$ cat config.mk
export PLATFORM = sky130hd
export DESIGN_NAME = pico_ctrl_seq
export DESIGN_NICKNAME = d
export VERILOG_FILES = /design/src/rtl/pico_ctrl_pkg.sv /design/src/rtl/pico_ctrl_stack.sv /design/src/rtl/pico_ctrl_seq.sv
export SDC_FILE = /design/constraint.sdc
export NUM_CORES = 1
export LEC_CHECK = 0
export ABC_AREA = 0
export BUFFER_PORTS_ARGS = -buffer_cell sky130_fd_sc_hd__buf_4
export CORE_ASPECT_RATIO = 1.1
export CORE_MARGIN = 10
export CORE_UTILIZATION = 56
export CTS_CLUSTER_DIAMETER = 50
export DETAILED_ROUTE_END_ITERATION = 8
export GPL_ROUTABILITY_DRIVEN = 0
export PLACE_DENSITY = 0.76
export SYNTH_ARGS = -nofsm -noshare
export SYNTH_HDL_FRONTEND = slang
export SYNTH_SLANG_ARGS = --single-unit
$ cat constraint.sdc
create_clock -name clk -period 2.85 [get_ports clk]
set_clock_uncertainty 0.15 [all_clocks]
set_input_delay 0 -clock clk [delete_from_list [all_inputs] [get_ports clk]]
set_output_delay 0 -clock clk [all_outputs]
set_load 0.02 [all_outputs]
$ cat src/rtl/pico_ctrl_pkg.sv
// Shared opcodes, condition modes, FSM encoding and instruction field-width helpers
// for the pico_ctrl_seq sequencer.
package pico_ctrl_pkg;

    typedef enum logic [1:0] {
        ST_IDLE   = 2'd0,
        ST_FETCH  = 2'd1,
        ST_EXEC   = 2'd2,
        ST_HALTED = 2'd3
    } state_e;

    localparam logic [2:0] OP_NOP   = 3'd0;
    localparam logic [2:0] OP_WRITE = 3'd1;
    localparam logic [2:0] OP_JUMP  = 3'd2;
    localparam logic [2:0] OP_CALL  = 3'd3;
    localparam logic [2:0] OP_RET   = 3'd4;
    localparam logic [2:0] OP_HALT  = 3'd5;

    localparam logic [1:0] CM_ALWAYS = 2'd0;
    localparam logic [1:0] CM_NEVER  = 2'd1;
    localparam logic [1:0] CM_EQ0    = 2'd2;
    localparam logic [1:0] CM_EQ1    = 2'd3;

    // Selector fields are never narrower than one bit, even for a single input/register.
    function automatic int csel_w(input int num_cond);
        if (num_cond <= 1) begin
            return 1;
        end else begin
            return $clog2(num_cond);
        end
    endfunction

    function automatic int rsel_w(input int num_out);
        if (num_out <= 1) begin
            return 1;
        end else begin
            return $clog2(num_out);
        end
    endfunction

    function automatic int instr_w(input int data_w, input int num_cond, input int num_out);
        return 3 + 2 + csel_w(num_cond) + rsel_w(num_out) + data_w;
    endfunction

endpackage

$ cat src/rtl/pico_ctrl_stack.sv
// Small LIFO holding CALL return addresses; top of stack is visible combinationally.
module pico_ctrl_stack #(
    parameter int DEPTH = 4,
    parameter int W     = 5
) (
    input  logic         clk,
    input  logic         rst_n,
    input  logic         clr_i,
    input  logic         push_i,
    input  logic         pop_i,
    input  logic [W-1:0] data_i,
    output logic [W-1:0] data_o,
    output logic         full_o,
    output logic         empty_o
);

    localparam int CNT_W = $clog2(DEPTH + 1);
    localparam int IDX_W = (DEPTH > 1) ? $clog2(DEPTH) : 1;

    logic [W-1:0]     mem_q [DEPTH];
    logic [CNT_W-1:0] cnt_q;
    logic [IDX_W-1:0] wr_idx_s;
    logic [IDX_W-1:0] top_idx_s;

    assign wr_idx_s  = cnt_q[IDX_W-1:0];
    assign top_idx_s = IDX_W'(cnt_q - CNT_W'(1));
    assign full_o    = (cnt_q == CNT_W'(DEPTH));
    assign empty_o   = (cnt_q == {CNT_W{1'b0}});
    assign data_o    = mem_q[top_idx_s];

    // Entry storage and fill count; clear only resets the count.
    always_ff @(posedge clk or negedge rst_n) begin
        if (!rst_n) begin
            cnt_q <= {CNT_W{1'b0}};
            for (int i = 0; i < DEPTH; i++) begin
                mem_q[i] <= {W{1'b0}};
            end
        end else if (clr_i) begin
            cnt_q <= {CNT_W{1'b0}};
        end else if (push_i && !full_o) begin
            mem_q[wr_idx_s] <= data_i;
            cnt_q           <= cnt_q + CNT_W'(1);
        end else if (pop_i && !empty_o) begin
            cnt_q <= cnt_q - CNT_W'(1);
        end
    end

endmodule

$ cat src/rtl/pico_ctrl_seq.sv
// Programmable condition-gated sequencer: loadable program RAM, 2-cycle FETCH/EXEC core,
// bank of output registers. Define PICO_CTRL_CALL_STACK_EN to enable CALL/RET.
module pico_ctrl_seq
    import pico_ctrl_pkg::*;
#(
    parameter int  ADDR_W      = 5,
    parameter int  DATA_W      = 8,
    parameter int  NUM_COND    = 2,
    parameter int  NUM_OUT     = 2,
    parameter int  STACK_DEPTH = 4,
    localparam int INSTR_W     = instr_w(DATA_W, NUM_COND, NUM_OUT)
) (
    input  logic                      clk,
    input  logic                      reset_n,
    input  logic                      run,
    input  logic [NUM_COND-1:0]       cond_in,
    input  logic                      prog_we,
    input  logic [ADDR_W-1:0]         prog_addr,
    input  logic [INSTR_W-1:0]        prog_wdata,
    output logic [NUM_OUT*DATA_W-1:0] out_data,
    output logic [ADDR_W-1:0]         pc_o,
    output logic                      busy,
    output logic                      halted,
    output logic                      err
);

    localparam int DEPTH  = 2 ** ADDR_W;
    localparam int CSEL_W = csel_w(NUM_COND);
    localparam int RSEL_W = rsel_w(NUM_OUT);

    logic [INSTR_W-1:0] mem_q [DEPTH];
    logic [INSTR_W-1:0] rdata_q;

    logic [NUM_COND-1:0] sync1_q;
    logic [NUM_COND-1:0] csync_q;

    state_e                         state_q, state_d;
    logic [ADDR_W-1:0]              pc_q, pc_d;
    logic [NUM_OUT-1:0][DATA_W-1:0] out_q, out_d;
    logic                           err_q, err_d;

    logic [2:0]        op_s;
    logic [1:0]        cmode_s;
    logic [CSEL_W-1:0] csel_s;
    logic [RSEL_W-1:0] rsel_s;
    logic [DATA_W-1:0] imm_s;
    logic [ADDR_W-1:0] pc_plus1_s;
    logic              cond_bit_s;
    logic              cond_valid_s;
    logic              taken_s;
    logic [NUM_OUT-1:0] wr_hit_s;
    logic              wr_any_s;
    logic              write_en_s;

`ifdef PICO_CTRL_CALL_STACK_EN
    logic              stk_push_s;
    logic              stk_pop_s;
    logic              stk_clr_s;
    logic              stk_full_s;
    logic              stk_empty_s;
    logic [ADDR_W-1:0] stk_top_s;
`endif

    assign {op_s, cmode_s, csel_s, rsel_s, imm_s} = rdata_q;
    assign pc_plus1_s = pc_q + {{(ADDR_W-1){1'b0}}, 1'b1};

    // Program RAM: read-before-write, read port sampled only in FETCH.
    always_ff @(posedge clk) begin
        if (prog_we) begin
            mem_q[prog_addr] <= prog_wdata;
        end
        if (state_q == ST_FETCH) begin
            rdata_q <= mem_q[pc_q];
        end
    end

    // Two-stage synchroniser for the asynchronous condition inputs.
    always_ff @(posedge clk or negedge reset_n) begin
        if (!reset_n) begin
            sync1_q <= {NUM_COND{1'b0}};
            csync_q <= {NUM_COND{1'b0}};
        end else begin
            sync1_q <= cond_in;
            csync_q <= sync1_q;
        end
    end

    // Selector decode; out-of-range csel/rsel match nothing.
    always_comb begin
        cond_bit_s   = 1'b0;
        cond_valid_s = 1'b0;
        for (int c = 0; c < NUM_COND; c++) begin
            cond_bit_s   = cond_bit_s | ((csel_s == CSEL_W'(c)) & csync_q[c]);
            cond_valid_s = cond_valid_s | (csel_s == CSEL_W'(c));
        end
        for (int k = 0; k < NUM_OUT; k++) begin
            wr_hit_s[k] = (rsel_s == RSEL_W'(k));
        end
        wr_any_s = |wr_hit_s;
    end

    always_comb begin
        taken_s = 1'b0;
        case (cmode_s)
            CM_ALWAYS: taken_s = 1'b1;
            CM_NEVER:  taken_s = 1'b0;
            CM_EQ0:    taken_s = cond_valid_s & ~cond_bit_s;
            CM_EQ1:    taken_s = cond_valid_s & cond_bit_s;
            default:   taken_s = 1'b0;
        endcase
    end

    // Next-state logic: sequencing, branch targets and error flagging.
    always_comb begin
        state_d    = state_q;
        pc_d       = pc_q;
        err_d      = err_q;
        write_en_s = 1'b0;
`ifdef PICO_CTRL_CALL_STACK_EN
        stk_push_s = 1'b0;
        stk_pop_s  = 1'b0;
        stk_clr_s  = 1'b0;
`endif
        if (!run) begin
            state_d = ST_IDLE;
            pc_d    = {ADDR_W{1'b0}};
`ifdef PICO_CTRL_CALL_STACK_EN
            stk_clr_s = 1'b1;
`endif
        end else begin
            case (state_q)
                ST_IDLE: begin
                    pc_d    = {ADDR_W{1'b0}};
                    state_d = ST_FETCH;
                end
                ST_FETCH: begin
                    state_d = ST_EXEC;
                end
                ST_EXEC: begin
                    state_d = ST_FETCH;
                    pc_d    = pc_plus1_s;
                    if (taken_s) begin
                        case (op_s)
                            OP_NOP: begin
                                pc_d = pc_plus1_s;
                            end
                            OP_WRITE: begin
                                write_en_s = wr_any_s;
                                err_d      = err_q | ~wr_any_s;
                            end
                            OP_JUMP: begin
                                pc_d = imm_s[ADDR_W-1:0];
                            end
`ifdef PICO_CTRL_CALL_STACK_EN
                            OP_CALL: begin
                                if (stk_full_s) begin
                                    err_d = 1'b1;
                                end else begin
                                    stk_push_s = 1'b1;
                                    pc_d       = imm_s[ADDR_W-1:0];
                                end
                            end
                            OP_RET: begin
                                if (stk_empty_s) begin
                                    err_d = 1'b1;
                                end else begin
                                    stk_pop_s = 1'b1;
                                    pc_d      = stk_top_s;
                                end
                            end
`endif
                            OP_HALT: begin
                                pc_d    = pc_q;
                                state_d = ST_HALTED;
                            end
                            default: begin
                                err_d = 1'b1;
                            end
                        endcase
                    end else begin
                        pc_d = pc_plus1_s;
                    end
                end
                ST_HALTED: begin
                    state_d = ST_HALTED;
                end
                default: begin
                    state_d = ST_IDLE;
                    pc_d    = {ADDR_W{1'b0}};
                end
            endcase
        end
    end

    always_comb begin
        out_d = out_q;
        for (int k = 0; k < NUM_OUT; k++) begin
            out_d[k] = (write_en_s && wr_hit_s[k]) ? imm_s : out_q[k];
        end
    end

    // Core state registers.
    always_ff @(posedge clk or negedge reset_n) begin
        if (!reset_n) begin
            state_q <= ST_IDLE;
            pc_q    <= {ADDR_W{1'b0}};
            out_q   <= '0;
            err_q   <= 1'b0;
        end else begin
            state_q <= state_d;
            pc_q    <= pc_d;
            out_q   <= out_d;
            err_q   <= err_d;
        end
    end

`ifdef PICO_CTRL_CALL_STACK_EN
    pico_ctrl_stack #(
        .DEPTH (STACK_DEPTH),
        .W     (ADDR_W)
    ) u_stack (
        .clk     (clk),
        .rst_n   (reset_n),
        .clr_i   (stk_clr_s),
        .push_i  (stk_push_s),
        .pop_i   (stk_pop_s),
        .data_i  (pc_plus1_s),
        .data_o  (stk_top_s),
        .full_o  (stk_full_s),
        .empty_o (stk_empty_s)
    );
`endif

    assign out_data = out_q;
    assign pc_o     = pc_q;
    assign busy     = (state_q == ST_FETCH) || (state_q == ST_EXEC);
    assign halted   = (state_q == ST_HALTED);
    assign err      = err_q;

endmodule
* After elaboration in Yosys (flattened, before gate mapping)
Memory sizes are Yosys's and may differ from the RTL's. A register that Yosys moved wholly into a read port is not among the register bits.
Cells that the tools add are included.
** Word-level totals
- RAM bits :: 480
- Input bits :: 26
- Memories :: 1
- Bits in registers :: 28
** Memories
- mem_q :: depth 32, width 15, read ports 1, clocked after Yosys merged registers in 1, wr ports 1, RTL line pico_ctrl_seq.sv:31 : logic [INSTR_W-1:0] mem_q [DEPTH];
** Operators by class
- Bitwise gates (word level) :: 7
- Equal/unequal tests :: 11
- Mux-type cells :: 15
- Add/subtract/negate cells :: 1
- Reduce and logical (&&, ||, !) cells :: 9
** Operator list (number)
- one-hot mux 5 bit (2 select lines) :: 2
- 2-to-1 mux 5 bit :: 2
- == test 2 bit, second input constant :: 4
- one-hot mux 2 bit (4 select lines) :: 1
- 2-to-1 mux 1 bit :: 6
- 2-to-1 mux 2 bit :: 3
- adder 5 x 1 -> 5 bit, second input constant :: 1
- == test 2 x 1 -> 1 bit, second input constant :: 2
- zero test 2 bit :: 2
- != test 4 bit, second input constant :: 1
- inverter 1 bit :: 4
- one-hot mux 1 bit (4 select lines) :: 1
- AND reduction 4 bit :: 1
- OR reduction 4 bit :: 1
- == test 3 x 1 -> 1 bit, second input constant :: 1
- == test 3 x 2 -> 1 bit, second input constant :: 1
- == test 3 bit, second input constant :: 1
- zero test 3 bit :: 1
- != test 3 x 1 -> 1 bit, second input constant :: 1
- AND 1 bit :: 2
- logical AND 1 bit :: 2
- AND reduction 2 bit :: 1
- logical OR 1 bit :: 1
- bitwise OR 1 bit :: 1

* Depth between registers and ports, before layout
- Word-level depth :: 9
- Mapped depth :: 7

* Least setup slack after synthesis
No wires, ideal clock.
- Kind :: flip-flop to flip-flop
- Start :: reg pc_q[0] (netlist: pc_o[0])
- End :: reg rdata_q[0], read port of mem_q (data pin)
- Arrival :: 2.478 ns
- Setup time :: 0.260 ns
- Cell stages (with the launch flop) :: 6
- Path buffers :: 2
- Data required time :: 2.440 ns
- Path slack :: -0.038 ns
- Path through :: dfrtp_1 -> clkbuf_1 -> clkbuf_1 -> mux4_2 -> mux4_2 -> mux2_2
** RTL lines
- from (decl) :: RTL line pico_ctrl_seq.sv:38 : logic [ADDR_W-1:0] pc_q, pc_d;
- from (signal assigned) :: RTL line pico_ctrl_seq.sv:206 : pc_q <= {ADDR_W{1'b0}};
- from (signal assigned) :: RTL line pico_ctrl_seq.sv:211 : pc_q <= pc_d;
- to (decl) :: RTL line pico_ctrl_seq.sv:32 : logic [INSTR_W-1:0] rdata_q;

==> results.cfg <==
[floorplanning]
pin_count = 50
fp-row-count = 72
die_h_um = 219
initial_core_util_pct = 57.1
coreArea_um2 = 35300
die_w_um = 201
dieArea_um2 = 44000

[logic_synthesis]
syn_area_per_cell_um2 = 23.7
synth_top_family_by_area = multiplexers
ys_ff_latch = 523
async_reset_ff_share_pct = 5.35
synth_cell_types = 39
synthXorXnorAreaFrac_pct = 0
syn-num-nets = 881
yosys-mux-area-fraction_pct = 18.9
synth_simple_gate_area_share_pct = 1.68
synth_compound_area_share_pct = 0.764
synth-edff-count = 495
seq_area_frac_synth_pct = 77.3
synth_warnings = 0
syn-cell-area_um2 = 20100
synthAdderAreaFrac_pct = 0.373
ys.flop_type = edfxtp_1
synthCells = 849

[finish]
layout_commonest_cell = edfxtp_1
design_area_um2 = 23300
fillers = 2212
final_nets = 1029
area_growth_pct = 15.8
seqCellArea_um2 = 15600
multi_input_area_um2 = 4390
antennaDiodeCount = 0
mostFrequentLayoutCells = 495 x edfxtp_1, 150 x mux4_2, 97 x buf_4, 51 x clkbuf_16, 34 x nor2_1
final_layout_size_suffix_gt1_share_pct = 35.4
final_cells = 1516

[drt]
dr_wl_met3_um = 3550
via_per_inst = 6.29
drt_iter0_drc = 1257
ant_nets = 0
routed_wl_um = 44400
via_count = 9542
dr.pass1.iters = 5
met2_length_um = 22100
drt-wirelength-per-cell_um = 29.3
drc = 0
drt-met1-wl_um = 17600
top_layer = met5

[timing]
setup_violations = 0
rsz0062_at_grt = no
finalSetupTns_ns = 0
period_share_pct = 97.0
hold_viol_final = 0
relSlewSlack_pct = 46.3
holdWs_ns = 0.192
worst_slack_ns = 0.0868
min_period_ns = 2.76
clock.fmax_mhz = 362
worst_pin_slew_ns = 0.800
maxSlewViolCount = 0

[place]
placed_cell_area_um2 = 21500
dp_hpwl_um = 24900
dp.cells = 1393
port_buffers = 49
place_ws_ns = 0.0995

[worst_setup_path]
rr_worst_depth = 5
reg2reg_from = pc_o[0]$_DFFE_PN0P_
rrSetupSlack_ns = 0.09
cp_slowest_stage_delay_ns = 0.59
critPathLaunch = pc_o[0]$_DFFE_PN0P_
crit_top_cell = mux4_2
reg2reg_to = rdata_q[3]$_DFFE_PN_
worst_ep_required_time_ns = 3.00
crit_fanout = 22
critPathKind = register to register
crit_chain = buf_12 -> buf_4 -> mux4_2 -> mux4_2 -> mux2_2
cp.arrival_ns = 2.91
slowest_stage = dfrtp_4
end_kind = register
crit_end = rdata_q[3]$_DFFE_PN_
cp-start-kind = register

[clock_tree]
cts_tree = done
clock_sinks = 523
cts_max_level = 2
clk_path_buf_depth = 3
cts_root_buf = clkbuf_16
cts_made_buffers = 50
clk_pin_slew_worst_paths_ns = 0.06
insertion_delay_ns = 0.55

[global_route]
gr-total-overflow = 0
grt_pass1_wl_um = 67200
grt_pass1_vias = 10100
grt_util_all_layers_pct = 20.7
grt_max_degree = 41
antenna_found_initial = 1

[outcome]
status = complete, no violations

[power_and_ir_drop]
ir_drop_mv = 0.461
p_per_area_nw_per_um2 = 668
leakage_nw = 7.45

[run]
maxCapViolCount = 0

[min_path]
hold_path.class = primary input to register
==> routing by layer <==
metal | vias to the layer above | global-route usage, %
met2 | 488 | 33.9
met3 | 67 | 3.45
met1 | 5082 | 28.4
met5 | - | 0
li1 | 3903 | -
met4 | 2 | 6.21
==> flip-flops by register name (all words and copies together) (netlist names) <==
name / count
mem_q: 480
out_data: 16
rdata_q: 15
pc_o: 5
csync_q: 2
state_q: 2
sync1_q: 2
err: 1
==> through the flow <==
step / utilization [%] / total power (W)
2_1_floorplan: - / 0.00919
5_1_grt: 66.1 / 0.0161
4_1_cts: 66.1 / 0.0157
6_report: 66.1 / 0.0156
3_5_place_dp: 60.8 / 0.00954
3_3_place_gp: 60.8 / 0.00951
==> worst max-delay path, delay by kind of cell, from the launching register on <==
| kind | cells | cell delay, ns |
|---|---|---|
| buffers and inverters | 2 | 0.41 |
| flip-flops | 1 | 0.59 |
| multiplexers | 3 | 1.33 |
==> synth_stat cells, types with 6 or more instances <==
| cell | instances | area [um^2] |
|---|---|---|
| mux2_2 | 15 | 169 |
| mux2_4 | 17 | 255 |
| nor2_1 | 36 | 135 |
| buf_2 | 7 | 35.0 |
| nand2_1 | 8 | 30.0 |
| clkbuf_1 | 26 | 97.6 |
| mux4_2 | 150 | 3380 |
| edfxtp_1 | 495 | 14900 |
| ha_1 | 6 | 75.1 |
| dfrtp_1 | 28 | 701 |
| buf_1 | 6 | 22.5 |
==> how the worst min path moves through the flow <==
stage,start,to,slack (ns),depth (start not counted)
floorplan,reset_n,csync_q[0]$_DFF_PN0_,-0.45,0
global placement,reset_n,state_q[0]$_DFF_PN0_,-0.22,1
detailed placement,reset_n,state_q[0]$_DFF_PN0_,-0.22,1
CTS,run,state_q[0]$_DFF_PN0_,0.15,3
global route,run,state_q[0]$_DFF_PN0_,0.19,3
finish,run,state_q[0]$_DFF_PN0_,0.19,3
==> area by class of cell <==
| type | count | area share [%] |
|---|---|---|
| timing repair buffer | 138 | 5.27 |
| tap | 481 | 2.58 |
| clock inverter | 21 | 0.526 |
| multi-input combinational | 279 | 18.8 |
| clock buffer | 69 | 5.98 |
| sequential | 523 | 66.8 |
| inverter | 5 | 0.0805 |
==> logic make-up (layout without fill, tap and decap cells) <==
kind of cell | count (synthesis) | after routing
AO/OA/AOI/OAI | 20 | 20
adder cells (fa/ha/maj) | 6 | 6
buffers and inverters | 47 | 233
multiplexers | 183 | 183
flip-flops | 523 | 523
AND/OR/NAND/NOR | 70 | 70
==> power by group <==
group          switching [W]  internal [W]  total (W)
sequential         0.0000746       0.00855    0.00862
clock                0.00267       0.00350    0.00616
combinational       0.000413      0.000380   0.000793
total                0.00315        0.0124     0.0156
==> what timing repair did <==
item | 4_1_cts | 5_1_grt
setup buffers | 0 | 0
endpoints found under the hold margin | 537 | 0
resized for setup | 0 | 0
hold buffers | 33 | 0
(Power assumes the default switching activity.)
